## src/rtl/demux_pkg.sv

```systemverilog
// ---------------------------------------------------------------------------
// demux_pkg : shared defaults and channel index type for the 4-way demux
// Rev 1.0
// ---------------------------------------------------------------------------
`default_nettype none

package demux_pkg;
  localparam int DEF_WIDTH = 4;
  localparam int DEF_CNT_W = 8;
  localparam int NUM_CH    = 4;

  typedef logic [1:0] ch_idx_t;
endpackage

`default_nettype wire

```

## src/rtl/demux_slot.sv

```systemverilog
// ---------------------------------------------------------------------------
// demux_slot : one-entry output register with valid/ready and delivery count
// Rev 1.0
// ---------------------------------------------------------------------------
`default_nettype none

module demux_slot #(
  parameter int WIDTH = 4,
  parameter int CNT_W = 8
) (
  input  logic             clk,
  input  logic             rst_n,
  input  logic             load_i,
  input  logic [WIDTH-1:0] din_i,
  input  logic             ready_i,
  output logic             accept_o,
  output logic             valid_o,
  output logic [WIDTH-1:0] data_o,
  output logic [CNT_W-1:0] cnt_o
);

  logic             full_q, full_d;
  logic [WIDTH-1:0] data_q, data_d;
  logic [CNT_W-1:0] cnt_q, cnt_d;
  logic             w_drain;

  assign w_drain  = full_q & ready_i;
  // Room exists if empty, or if the held word leaves on this same edge.
  assign accept_o = ~full_q | ready_i;

  always_comb begin
    full_d = full_q;
    data_d = data_q;
    cnt_d  = cnt_q;
    if (w_drain) begin
      full_d = 1'b0;
      cnt_d  = cnt_q + 1'b1;
    end
    if (load_i) begin
      full_d = 1'b1;
      data_d = din_i;
    end
  end

  always_ff @(posedge clk) begin
    if (!rst_n) begin
      full_q <= 1'b0;
      data_q <= '0;
      cnt_q  <= '0;
    end else begin
      full_q <= full_d;
      data_q <= data_d;
      cnt_q  <= cnt_d;
    end
  end

  assign valid_o = full_q;
  assign data_o  = data_q;
  assign cnt_o   = cnt_q;

endmodule

`default_nettype wire

```

## src/rtl/demultiplexer4x4_buf.sv

```systemverilog
// ---------------------------------------------------------------------------
// demultiplexer4x4_buf : routes din to one of four buffered output channels
// Rev 1.0
// ---------------------------------------------------------------------------
`default_nettype none

module demultiplexer4x4_buf
  import demux_pkg::*;
#(
  parameter int WIDTH = DEF_WIDTH,
  parameter int CNT_W = DEF_CNT_W
) (
  input  logic             clk,
  input  logic             rst_n,
  input  logic [WIDTH-1:0] din,
  input  logic [1:0]       sel,
  input  logic             in_valid,
  output logic             in_ready,
  output logic [WIDTH-1:0] y0,
  output logic [WIDTH-1:0] y1,
  output logic [WIDTH-1:0] y2,
  output logic [WIDTH-1:0] y3,
  output logic             v0,
  output logic             v1,
  output logic             v2,
  output logic             v3,
  input  logic             r0,
  input  logic             r1,
  input  logic             r2,
  input  logic             r3,
  output logic [CNT_W-1:0] cnt0,
  output logic [CNT_W-1:0] cnt1,
  output logic [CNT_W-1:0] cnt2,
  output logic [CNT_W-1:0] cnt3
);

  logic [NUM_CH-1:0] w_load;
  logic [NUM_CH-1:0] w_accept;
  logic [NUM_CH-1:0] w_ready;
  logic [NUM_CH-1:0] w_valid;
  logic [WIDTH-1:0]  w_data [NUM_CH];
  logic [CNT_W-1:0]  w_cnt  [NUM_CH];
  ch_idx_t           w_sel;

  assign w_sel    = sel;
  assign w_ready  = {r3, r2, r1, r0};
  assign in_ready = rst_n & w_accept[w_sel];

  always_comb begin
    w_load        = '0;
    w_load[w_sel] = in_valid & in_ready;
  end

  generate
    for (genvar k = 0; k < NUM_CH; k++) begin : g_slot
      demux_slot #(
        .WIDTH (WIDTH),
        .CNT_W (CNT_W)
      ) u_slot (
        .clk      (clk),
        .rst_n    (rst_n),
        .load_i   (w_load[k]),
        .din_i    (din),
        .ready_i  (w_ready[k]),
        .accept_o (w_accept[k]),
        .valid_o  (w_valid[k]),
        .data_o   (w_data[k]),
        .cnt_o    (w_cnt[k])
      );
    end
  endgenerate

  assign {v3, v2, v1, v0} = w_valid;
  assign y0   = w_data[0];
  assign y1   = w_data[1];
  assign y2   = w_data[2];
  assign y3   = w_data[3];
  assign cnt0 = w_cnt[0];
  assign cnt1 = w_cnt[1];
  assign cnt2 = w_cnt[2];
  assign cnt3 = w_cnt[3];

endmodule

`default_nettype wire

```

## config.mk

```make
export PLATFORM = sky130hd
export DESIGN_NAME = demultiplexer4x4_buf
export DESIGN_NICKNAME = d
export VERILOG_FILES = /design/src/rtl/demux_pkg.sv /design/src/rtl/demux_slot.sv /design/src/rtl/demultiplexer4x4_buf.sv
export SDC_FILE = /design/constraint.sdc
export NUM_CORES = 1
export LEC_CHECK = 0
export BUFFER_PORTS_ARGS = -buffer_cell sky130_fd_sc_hd__buf_2
export CAP_MARGIN = 20
export CORE_MARGIN = 10
export CORE_UTILIZATION = 54
export CTS_CLUSTER_SIZE = 12
export DETAILED_ROUTE_END_ITERATION = 10
export GPL_ROUTABILITY_DRIVEN = 0
export PLACE_DENSITY = 0.83
export SETUP_SLACK_MARGIN = 0.3
export SLEW_MARGIN = 20
export SYNTH_ARGS = -nofsm -noshare
export SYNTH_HDL_FRONTEND = slang
export SYNTH_HIERARCHICAL = 1
export SYNTH_SLANG_ARGS = --single-unit
```

## constraint.sdc

```tcl
create_clock -name clk -period 2.1 [get_ports clk]
set_input_delay 0.105 -clock clk [delete_from_list [all_inputs] [get_ports clk]]
set_output_delay 0.105 -clock clk [all_outputs]
set_load 0.01 [all_outputs]
```

# After elaboration in Yosys (flattened, before gate mapping)

Index checks and enable logic that the tools add are counted.

Bits in registers: 52
Output and inout bits: 53

Add/sub/neg operators: 4
Magnitude comparators: 2
Multiplexer cells: 12
Bitwise logic cells: 15
Reduce and logical (&&, ||, !) cells: 5

Operators by type and width:

| kind                                                                         | count |
|---|---|
| 8-bit by 1-bit adder with 8-bit output, second input constant                | 4 |
| 1-bit 2-to-1 mux                                                             | 10 |
| 2-bit nonzero test                                                           | 4 |
| 1-bit bitwise AND                                                            | 6 |
| 4-bit bitwise AND                                                            | 1 |
| 1-bit inverter                                                               | 4 |
| 1-bit OR                                                                     | 4 |
| 2-bit by 3-bit less-than comparator with 1-bit output, second input constant | 1 |
| 1-bit binary-select mux with 2-bit select                                    | 1 |
| 1-bit demux with 2-bit select                                                | 1 |
| 2-bit by 1-bit >= comparator with 1-bit output, second input constant        | 1 |
| 1-bit logical AND                                                            | 1 |

# Logic depth before layout (Yosys ltp)

Gate-level depths: netlist (run 1).

Depth after elaboration: 8
Mapped depth: 6

# Cells and area by module

Netlist (run 1), hierarchy kept.

Modules (own cells, without submodules):

| module               | times used | cells an instance | area an instance (µm²) | sequential area each (µm²) |
|---|---|---|---|---|
| demux_slot           | 4          | 59                | 530.5                  | 260.2 |
| demultiplexer4x4_buf | 1          | 10                | 70.1                   | 0.0 |

# Worst setup path before layout (run 1)

Ideal clock, no wire load.

Kind: flip-flop to flip-flop
Start: reg g_slot[0].u_slot.cnt_q[0]
End: reg g_slot[0].u_slot.cnt_q[6]
Arrival: 1.268 ns
Required time: 2.029 ns
Path slack: 0.762 ns
Cell stages (with the launch flop): 5
Buffers on the path: 0
Period minus slack after synthesis: 1.338 ns
Cells stage by stage: dfxtp_1 > ha_1 > inv_1 > or4_1 > a21oi_1

Word-level cells in the longest chain between the ends: 1

Ends and longest elaborated chain:

| what                                   | RTL line         | source |
|---|---|---|
| start: declaration                     | demux_slot.sv:24 | `logic [CNT_W-1:0] cnt_q, cnt_d;` |
| start signal: assignment               | demux_slot.sv:53 | `cnt_q <= cnt_d;` |
| 8-bit by 1-bit adder with 8-bit output | demux_slot.sv:37 | `cnt_d = cnt_q + 1'b1;` |

No other way between the ends.
A chain may end at the register's enable or synchronous reset.

# Final worst setup path (run 1)

Start: reg g_slot[0].u_slot.full_q
End: out in_ready

Word-level cells in the longest chain between the ends: 5

Ends and longest elaborated chain:

| what                                      | RTL line                   | source |
|---|---|---|
| start: declaration                        | demux_slot.sv:22           | `logic full_q, full_d;` |
| start signal: assignment                  | demux_slot.sv:51           | `full_q <= full_d;` |
| 1-bit inverter                            | demux_slot.sv:29           | `assign accept_o = ~full_q \| ready_i;` |
| 1-bit OR                                  | demux_slot.sv:29           |  |
| named net w_accept[0]                     | demultiplexer4x4_buf.sv:38 | `logic [NUM_CH-1:0] w_accept;` |
| 1-bit binary-select mux with 2-bit select | demultiplexer4x4_buf.sv:47 | `assign in_ready = rst_n & w_accept[w_sel];` |
| 1-bit 2-to-1 mux (implied by the code)    | demultiplexer4x4_buf.sv:47 |  |
| 1-bit bitwise AND                         | demultiplexer4x4_buf.sv:47 |  |
| end: declaration                          | demultiplexer4x4_buf.sv:18 | `output logic in_ready,` |

The timed path passes the listed nets, and every way through them passes these cells. The select of a mux whose other input is x is not followed.

==> results.md, run 1 <==
* Ys Warns at 6
* FILL cells at around 340
* Post-synthesis cell type count at 21
* Root Buffer: clkbuf_8
* Cell family with most CP delay: multiplexers
* Ratio of final minimum period to clock period at 80.87%
* Antenna Violating Nets Remaining at 0
* Initial DRC count at 110
* Crit path required time at ~2 ns
* Vias in the first global route at between 2000 and 2500
* Vias per cell at 5.580
* Startpoint types: flop
* Relative slew slack at approximately 67%
* Synth Cell Area at approximately 2200 µm²
* TritonRoute pass-1 iters at 5
* Synth area leader: dfxtp_1
* Worst setup EP type: output pin
* Reg area at 1046 µm²
* Core footprint at between 3000 and 4000 µm²
* Worst Skew at roughly 0.009 ns
* Row cnt at 23
* Synth top area share at around 47%
* Count of final setup violators at 0
* Via count of the routed design at approximately 2000
* Chip height at about 84 µm
* DIE WIDTH at approximately 84 µm
* Starting Density at a little under three fifths
* Initial antenna violation count at 0
* CTS buffer count at 5
* Crit path cell chain: nand2b_1 -> mux4_2 -> and2_1 -> buf_2
* Mean area per synthesized cell at 8.911 µm²
* Layout Nets at 330
* Max Cap Viol at 0
* Share of layout cells above drive strength 1 at 26.75%
* Syn nets at 263
* Worst stage delay on the critical path at between 0.4 and 0.5 ns
* Post-DP Area at around 2600 µm²
* Worst-margin pin slew at roughly 0.50 ns
* Crit path arrival time at 1.59 ns
* Max VDD drop at ~500 µV
* Slowest library cell on the worst path: mux4_2
* Number of synthesized register bits at 52
* First-pass GRT wire length at 9432 µm
* GRT Residual Overflow at 0
* HPWL Detailed at between 4000 and 5000 µm
* GRT Util Overall at between 10% and 20%
* Most area-consuming cells after synthesis: dfxtp_1, mux2i_1, a21oi_1
* Cell area after layout at approximately 2700 µm²
* Port Buffers at between 60 and 70
* Max frequency at 588.8 MHz
* WP buf/inv at 1
* Unrepaired setup endpoints after global routing: no
* Sequential area share after synthesis at a little under half
* Syn Inst Count at between 200 and 250
* CTS hold repair buffers at 0
* # IOs at 66
* Drt wl/cell at 15.61 µm
* Crit Path Class: flop to output pin
* Pleak at 1.081 nW
* Clk Latency, worst-skew pair at around 0.29 ns
* Hold Path Class: primary input to flop
* Max Root-Sink Buffers at 2
* Slew Limit Fails at 0
* Synth-to-Final Area Change at 21.86%
* Die area at about 7000 µm²
* Largest net degree at the start of global routing at 16
* Clock slew at reported path FFs at approximately 0.09 ns
* H-tree depth at 2
* Minimum clock period at around 1.7 ns
* Reg2Reg Setup Slack at 0.67 ns
* Final hold vios at 0
* CP max FO at 7
* TritonCTS clock tree: done
* CTS sink count at 52
* Pwr dens at ~630 nW/µm²
* # DRC at 0
* Status: completed
* Routed WL at around 5700 µm
* Diodes inserted at 0
* Footprint of the multi-input gates at approximately 1100 µm²
* Post-route setup TNS at 0 ns
power by group:
| part | internal, mW | leakage, nW | switching, mW |
|---|---|---|---|
| sequential | 0.995 | 0.421 | 0.00887 |
| combinational | 0.0332 | 0.615 | 0.0573 |
| clock | 0.268 | 0.0445 | 0.313 |
cells in the final DEF (no fill, tap or decap):
master,n
o31ai_1,12
nor3_1,1
nand3_2,4
or4_1,12
dfxtp_2,4
nor4b_1,1
a21oi_1,28
and2_1,1
mux2i_1,16
ha_1,4
nor3b_1,1
dfxtp_1,48
mux4_2,1
inv_1,12
nand2b_1,4
xor2_1,8
nor2_1,25
buf_4,3
or3_1,8
nand2_1,19
clkbuf_8,6
clkinvlp_4,1
buf_2,65
o21ai_0,8
nand3_1,21
clkbuf_1,1
routing by layer:
layer / vias to the layer above / wire length [µm] / global-route usage [%]
li1: 1009 / - / -
met1: 959 / 2432 / 18.11
met2: 55 / 2872 / 27.11
met3: 8 / 304 / 4.297
met4: 0 / 74 / 5.023
met5: - / 0 / 0
logic make-up after synthesis:
kind of cell / share of synthesized area [%]
adders and majority gates: 2.283
buffers and inverters: 3.425
xor gates and xnor gates: 3.196
and+or+nand+nor: 22.95
AOI/OAI and AO/OA: 12.33
DFF: 47.49
muxes: 8.333
final cells by class:
class / instances / area share [%]
well taps: 50 / 2.342
clock inverters: 1 / 0.2810
repair buffers: 68 / 13.02
inverters: 12 / 1.686
flip-flops and latches: 52 / 39.16
multi-input cells: 174 / 40.28
clock buffers: 7 / 3.232
timing repair:
| item | in CTS | in global routing |
|---|---|---|
| endpoints found under the setup margin | 0 | 1 |
| setup buffers | 0 | 0 |
| resized for setup | 0 | 4 |
| hold endpoints to repair | 0 | 0 |
sequential cells by signal, summed over array words and instances (netlist names):
register	flops
g_slot.u_slot/data_o	16
g_slot.u_slot/cnt_o	32
g_slot.u_slot/valid_o	4
synthesized netlist by cell type:
cell      number
mux4_2         1
and2_1         1
ha_1           4
mux2i_1       16
a21oi_1       28
or4_1         12
nor2_1        25
nor3b_1        1
xor2_1         8
nand3_1       21
inv_1         12
o31ai_1       12
clkbuf_1       8
nand2_1       19
nor4b_1        1
nor3_1         1
nand3_2        4
dfxtp_1       52
o21ai_0        8
or3_1          8
nand2b_1       4
path summary, 6_finish.rpt:
check,from,end,depth (start not counted)
hold reg to reg,g_slot[0].u_slot/cnt_o[7]$_SDFFE_PN0P_,g_slot[0].u_slot/cnt_o[7]$_SDFFE_PN0P_,2
setup reg to reg,g_slot[3].u_slot/cnt_o[0]$_SDFFE_PN0P_,g_slot[3].u_slot/cnt_o[6]$_SDFFE_PN0P_,4
hold / removal,din[3],g_slot[1].u_slot/data_o[3]$_SDFFE_PN0P_,3
setup / recovery,g_slot[0].u_slot/valid_o$_SDFFE_PN0P_,in_ready,4
worst register-to-register path: cells and delay by family (launching register included):
kind | cells | cell delay [ns]
AOI/OAI and AO/OA | 1 | 0.15
adders and majority gates | 1 | 0.22
buffers and inverters | 1 | 0.06
DFF | 1 | 0.44
and+or+nand+nor | 1 | 0.49
stage by stage:
| step | power (mW) | worst slack, ns | utilization (%) | hold WS, ns | instances |
|---|---|---|---|---|---|
| floorplan | 1.071 | 0.7616 | - | 0.2523 | 246 |
| global placement | 1.114 | 0.7164 | 64.78 | 0.4006 | 356 |
| CTS | 1.687 | 0.3335 | 67.14 | 0.1091 | 364 |
| detailed placement | 1.117 | 0.6699 | 64.78 | 0.4125 | 356 |
| global route | 1.736 | 0.3341 | 67.27 | 0.1322 | 364 |
| finish | 1.677 | 0.4018 | 67.27 | 0.1134 | 364 |
Power figures use the tool's default switching activity.
==> run 2, diff against run 1 <==
--- a/config.mk
+++ b/config.mk
@@ -8,11 +8,11 @@
 export BUFFER_PORTS_ARGS = -buffer_cell sky130_fd_sc_hd__buf_2
 export CAP_MARGIN = 20
 export CORE_MARGIN = 10
-export CORE_UTILIZATION = 54
+export CORE_UTILIZATION = 46
 export CTS_CLUSTER_SIZE = 12
 export DETAILED_ROUTE_END_ITERATION = 10
 export GPL_ROUTABILITY_DRIVEN = 0
-export PLACE_DENSITY = 0.83
+export PLACE_DENSITY = 0.75
 export SETUP_SLACK_MARGIN = 0.3
 export SLEW_MARGIN = 20
 export SYNTH_ARGS = -nofsm -noshare
==> constraint.sdc (replaced) <==
create_clock -name clk -period 1.5 [get_ports clk]
set_input_delay 0.075 -clock clk [delete_from_list [all_inputs] [get_ports clk]]
set_output_delay 0.075 -clock clk [all_outputs]
set_load 0.01 [all_outputs]
==> results.md, run 2 (synthesized netlist as in run 1, its figures left out) <==
* Layout Nets at 362 (+9.7%)
* Crit path arrival time at 1.45 ns (-0.14 ns)
* Starting Density at 47.03% (-8.2 points)
* Max Root-Sink Buffers at 2 (unchanged)
* Vias per cell at 5.378 (-3.6%)
* Count of final setup violators at 1 (+1)
* Max reg flops at 32 (unchanged)
* Drt wl/cell at 16.56 µm (+6.1%)
* First-pass GRT wire length at 9963 µm (+5.6%)
* Final core occ at 75.52% (+8.3 points)
* Worst Skew at 0.004723 ns (-0.004232 ns)
* Initial DRC count at 48 (-56%)
* Ratio of final minimum period to clock period at 101.8%
* Max VDD drop at 522.1 µV (+3.7%)
* Cell area after layout at 3520 µm² (+32%)
* Unrepaired setup endpoints after global routing: yes
* Largest net degree at the start of global routing at 15 (-1)
* TritonRoute pass-1 iters at 4 (-1)
* Minimum clock period at around 1.5 ns
* Synth-to-Final Area Change at 60.56%
* Core footprint at 4661 µm² (+17%)
* CTS hold repair buffers at 0 (unchanged)
* Post-Place Setup Slack at 0.1733 ns (-0.4966 ns)
* CTS buffer count at 5 (unchanged)
* H-tree depth at 2 (unchanged)
* Clock slew at reported path FFs at 0.09 ns (about the same)
* Status: complete, but fails checks
* Diodes inserted at 0 (unchanged)
* HPWL Detailed at 4035 µm (-6.2%)
* Share of layout cells above drive strength 1 at 56.65% (+30 points)
* Most frequent cells in the layout: buf_2, dfxtp_1, nor2_1, buf_6
* Startpoint types: flop
* Pleak at 1.373 nW (+27%)
* Max frequency at between 600 and 700 MHz
* Failing checks: setup timing
* Routed WL at 6624 µm (+17%)
* Worst-margin pin slew at 0.5033 ns (+0.006864 ns)
* Root Buffer: clkbuf_8
* Crit Path Class: flop to output pin
* Final hold slack at 0.07567 ns (-0.03775 ns)
* DIE WIDTH at 89.03 µm (+6.3%)
* Hold Path Class: primary input to flop
* Antenna Violating Nets Remaining at 0 (unchanged)
* Commonest non-fill, non-tap cell in the layout: buf_2
* Via count of the routed design at 2151 (+5.9%)
* Row cnt at 25 (+8.7%)
* Final hold vios at 0 (unchanged)
* Vias in the first global route at 2169 (+6.9%)
* Post-DP Area at 2674 µm² (+3.9%)
* Clk Latency, worst-skew pair at 0.30 ns (about the same)
* Worst setup EP type: output pin
* Port Buffers at 65 (unchanged)
* Initial antenna violation count at 0 (unchanged)
* Relative slew slack at 66.41% (-0.37 points)
* Max Cap Viol at 0 (unchanged)
* GRT Util Overall at 15.72% (+0.052 points)
* Die area at 7926 µm² (+13%)
* Setup WS post-layout at -0.02634 ns (-0.4281 ns)
* TritonCTS clock tree: done
* CTS sink count at 52 (unchanged)
* Pwr dens at 679.4 nW/µm² (+8.2%)
* CP max FO at 3 (-4)
* # DRC at 0 (unchanged)
* # IOs at 66 (unchanged)
* Crit path required time at 1.42 ns (-0.58 ns)
* GRT Residual Overflow at 0 (unchanged)
* Overall power at 2.391 mW (+43%)
* Chip height at 89.03 µm (+6.3%)
* Slew Limit Fails at 0 (unchanged)
-- run 2: changes by cell type in the layout (fill, tap and decap cells not counted), moves of 14 or more --
cell,before,now
buf_6,0,20
dfxtp_1,48,28
dfxtp_4,0,15
nand3_1,21,7
-- run 2: path summary, 6_finish.rpt --
check	start	slack, ns	cells after the start	to
max reg2reg	g_slot[2].u_slot/valid_o$_SDFFE_PN0P_	0.09	6	g_slot[2].u_slot/cnt_o[5]$_SDFFE_PN0P_
min	din[0]	0.08	3	g_slot[1].u_slot/data_o[0]$_SDFFE_PN0P_
max	g_slot[3].u_slot/valid_o$_SDFFE_PN0P_	-0.03	4	in_ready
min reg2reg	g_slot[0].u_slot/cnt_o[7]$_SDFFE_PN0P_	0.50	2	g_slot[0].u_slot/cnt_o[7]$_SDFFE_PN0P_
-- run 2: final cells by class --
cell class,count,area [µm²]
clock buffer,8,90.09
multi-input combinational,174,1503
fill,337,1141
sequential,52,1109
tap,54,67.56
timing repair buffer,100,705.7
inverter,12,45.04
-- run 2: metal layers --
metal	vias to the layer above	routed length [µm]	track usage [%]
li1	1073	-	-
met1	1026	2656	16.97
met2	48	3472	27.66
met3	4	462	5.925
met4	0	32	5.202
met5	-	0	0
-- run 2: report_power, final --
part	internal, mW	total (mW)	switching, mW	leakage, nW
clock	0.377	0.811	0.433	0.0455
sequential	1.37	1.38	0.0108	0.436
combinational	0.0849	0.201	0.116	0.892
-- run 2: worst max-delay path, cell delays in order (launching register included) --
cell and delay (ns):
dfxtp_4 0.37, nand2b_4 0.06, mux4_2 0.46, and2_4 0.15, buf_6 0.11
-- run 2: timing repair --
| action | 4_1_cts | 5_1_grt |
|---|---|---|
| setup buffers | 21 | 10 |
| gates resized for setup | 55 | 62 |
| endpoints found under the setup margin | 26 | 34 |
| pin swaps | 28 | 9 |
-- run 2: metrics by stage --
step	setup TNS, ns	cells
floorplan	0	246
global placement	0	361
detailed placement	0	361
CTS	-0.03890	390
global route	-0.08533	400
finish	-0.02634	400
==> run 3, diff against run 2 <==
--- a/config.mk
+++ b/config.mk
@@ -5,14 +5,15 @@
 export SDC_FILE = /design/constraint.sdc
 export NUM_CORES = 1
 export LEC_CHECK = 0
+export ABC_AREA = 1
 export BUFFER_PORTS_ARGS = -buffer_cell sky130_fd_sc_hd__buf_2
 export CAP_MARGIN = 20
 export CORE_MARGIN = 10
-export CORE_UTILIZATION = 46
+export CORE_UTILIZATION = 47
 export CTS_CLUSTER_SIZE = 12
 export DETAILED_ROUTE_END_ITERATION = 10
 export GPL_ROUTABILITY_DRIVEN = 0
-export PLACE_DENSITY = 0.75
+export PLACE_DENSITY = 0.76
 export SETUP_SLACK_MARGIN = 0.3
 export SLEW_MARGIN = 20
 export SYNTH_ARGS = -nofsm -noshare
==> results.md, run 3 <==
* Synth Cell Area at 2386 µm² (+8.8%)
* Synth area leader: dfxtp_1
* Max reg flops at 32 (unchanged)
* Cell area after layout at 3093 µm² (-12%)
* Unrepaired setup endpoints after global routing: yes
* Initial antenna violation count at 0 (unchanged)
* Commonest cells post-synth: nand2_1, nor2_1, inv_1
* TritonCTS clock tree: done
* Die area at 8327 µm² (+5.0%)
* Max VDD drop at 447.5 µV (-14%)
* Post-synth EDFFs at 0 (unchanged)
* Pleak at 1.563 nW (+14%)
* Diodes inserted at 0 (unchanged)
* Starting Density at 49.53% (+2.5 points)
* Minimum clock period at 1.347 ns (-0.1798 ns)
* Overall power at 2.439 mW (+2.0%)
* Largest net degree at the start of global routing at 25 (+10)
* Worst setup EP type: flop
* Relative slew slack at 84.53% (+18 points)
* Primary FF master, synth: dfxtp_1
* Synth top area share at 43.63% (-3.9 points)
* Drt wl/cell at 11.99 µm (-28%)
* Port Buffers at 65 (unchanged)
* Post-DP Area at 2850 µm² (+6.6%)
* Crit Path Class: flop to flop
* Status: completed
* Ys Warns at 6 (unchanged)
* Worst Skew at 0.005579 ns (+0.0008562 ns)
* Post-synthesis cell type count at 17 (-19%)
* Crit path required time at 1.70 ns (+0.28 ns)
* Share of layout cells above drive strength 1 at 32.71% (-24 points)
* CP max FO at 5 (+2)
* Slew Limit Fails at 0 (unchanged)
* Vias per cell at 4.756 (-12%)
* Most area-consuming cells after synthesis: dfxtp_1, nand2_1, nor2_1
* # DRC at 0 (unchanged)
* Initial DRC count at 91 (+90%)
* Max Root-Sink Buffers at 2 (unchanged)
* Max frequency at 742.6 MHz (+13%)
* Chip height at 91.25 µm (+2.5%)
* Final hold slack at 0.09265 ns (+0.01698 ns)
* Slowest library cell on the worst path: dfxtp_4
* HPWL Detailed at 4472 µm (+11%)
* Synth-to-Final Area Change at 29.63%
* Mean area per synthesized cell at 6.837 µm² (-23%)
* TritonRoute pass-1 iters at 4 (unchanged)
* CTS sink count at 52 (unchanged)
* Worst stage delay on the critical path at 0.36 ns (-0.10 ns)
* GRT Residual Overflow at 0 (unchanged)
* Sequential area share after synthesis at 43.63% (-3.9 points)
* CTS buffer count at 5 (unchanged)
* Core footprint at 4817 µm² (+3.4%)
* Antenna Violating Nets Remaining at 0 (unchanged)
* Count of final setup violators at 0 (-1)
* Post-route setup TNS at 0 ns (+0.02634 ns)
* Ratio of final minimum period to clock period at 89.77% (-12 points)
* Commonest non-fill, non-tap cell in the layout: buf_2
* Row cnt at 25 (unchanged)
* Routed WL at 5936 µm (-10%)
* Max Cap Viol at 0 (unchanged)
* R2R depth at 10 (+4)
* Hold Path Class: primary input to flop
* Count leader, synth: nand2_1
* DIE WIDTH at 91.25 µm (+2.5%)
* CTS hold repair buffers at 0 (unchanged)
* Syn Inst Count at 349 (+42%)
* Hold Path Cell Cnt at 3 (unchanged)
* Worst Setup SP: g_slot[3].u_slot/valid_o$_SDFFE_PN0P_
* Number of synthesized register bits at 52 (unchanged)
* Most frequent cells in the layout: buf_2, nand2_1, nor2_1, inv_1, dfxtp_1
* First-pass GRT wire length at 9846 µm (-1.2%)
* # IOs at 66 (unchanged)
* Startpoint types: flop
* Hold Crit Start: r0
* Vias in the first global route at 2250 (+3.7%)
* Clk Latency, worst-skew pair at 0.29 ns (about the same)
* Worst r2r src: g_slot[3].u_slot/valid_o$_SDFFE_PN0P_
* Pwr dens at 788.6 nW/µm² (+16%)
* Via count of the routed design at 2354 (+9.4%)
* H-tree depth at 2 (unchanged)
* Synth async-reset ratio at 0% (unchanged)
* Crit path arrival time at 1.54 ns (+0.09 ns)
* Final hold vios at 0 (unchanged)
* Worst-margin pin slew at 0.2320 ns (-0.2713 ns)
* GRT Util Overall at 13.75% (-2.0 points)
* Layout Nets at 444 (+23%)
* Clock slew at reported path FFs at 0.09 ns (about the same)
* Crit path cell chain: nand2_4 -> nand2_1 -> nand2_1 -> nand2_2 -> nand2_2 -> nand3_4 -> nor2_4 -> inv_4 -> nor2_2 -> nor2_1
* Final core occ at 64.21% (-11 points)
* Syn nets at 366 (+39%)
* Root Buffer: clkbuf_8
run 3: changes by cell type after synthesis, sizes merged, moves of 8 or more:
cell    change
xor2        -8
nor2       +55
o31ai      -12
mux2i      -16
o21ai      +12
or3         -8
clkbuf      -8
nand2      +58
or4        -12
inv        +42
run 3: path summary, 6_finish.rpt:
path	to	slack [ns]
setup reg to reg	g_slot[2].u_slot/data_o[2]$_SDFFE_PN0P_	0.15
hold reg to reg	g_slot[0].u_slot/cnt_o[0]$_SDFFE_PN0P_	0.49
setup / recovery	g_slot[2].u_slot/data_o[2]$_SDFFE_PN0P_	0.15
hold / removal	g_slot[0].u_slot/cnt_o[1]$_SDFFE_PN0P_	0.09
run 3: kinds of logic (layout without fill, tap and decap cells):
logic type               Yosys count  count (layout)  synth area share [%]
adder cells (fa/ha/maj)            4               4                 2.098
AND/OR/NAND/NOR                  186             186                 34.14
AO/OA/AOI/OAI                     49              49                 10.80
buffers and inverters             58             137                 9.334
flip-flops                        52              52                 43.63
run 3: repair_timing:
action                     in CTS  in global routing
setup endpoints to repair      21                 27
resized for setup               5                 28
hold endpoints to repair        0                  0
pin swaps                       9                 10
setup buffers                   5                  3
run 3: metrics by stage:
stage                     setup WS (ns)  cells
after floorplan                  0.2845    349
after global placement           0.1775    479
after detailed placement         0.1791    479
after CTS                        0.2018    492
after global routing            0.07133    495
final                            0.1534    495
run 3: worst max-delay path: cells and delay by family (launching register included):
kind | cells | cell delay (ns)
and+or+nand+nor | 9 | 0.81
buffers and inverters | 1 | 0.08
DFF | 1 | 0.36
run 3: power by group:
group | total (mW) | internal, mW | switching, mW
clock | 0.851 | 0.422 | 0.429
combinational | 0.186 | 0.0642 | 0.122
sequential | 1.40 | 1.39 | 0.0103
total | 2.44 | 1.88 | 0.561
run 3: routing by layer:
metal | vias to the layer above | part of all wire, % | GRT usage [%]
met5 | - | 0 | 0
met3 | 4 | 7.7 | 5.350
met4 | 0 | 0.59 | 3.394
met2 | 54 | 48 | 23.69
met1 | 1047 | 44 | 15.58
li1 | 1249 | - | -
run 3: final cells by class:
class	count	area, µm²
sequential	52	1064
fill	465	1724
inverter	54	210.2
tap	67	83.83
multi-input combinational	239	1235
timing repair buffer	75	400.4
clock buffer	8	100.1
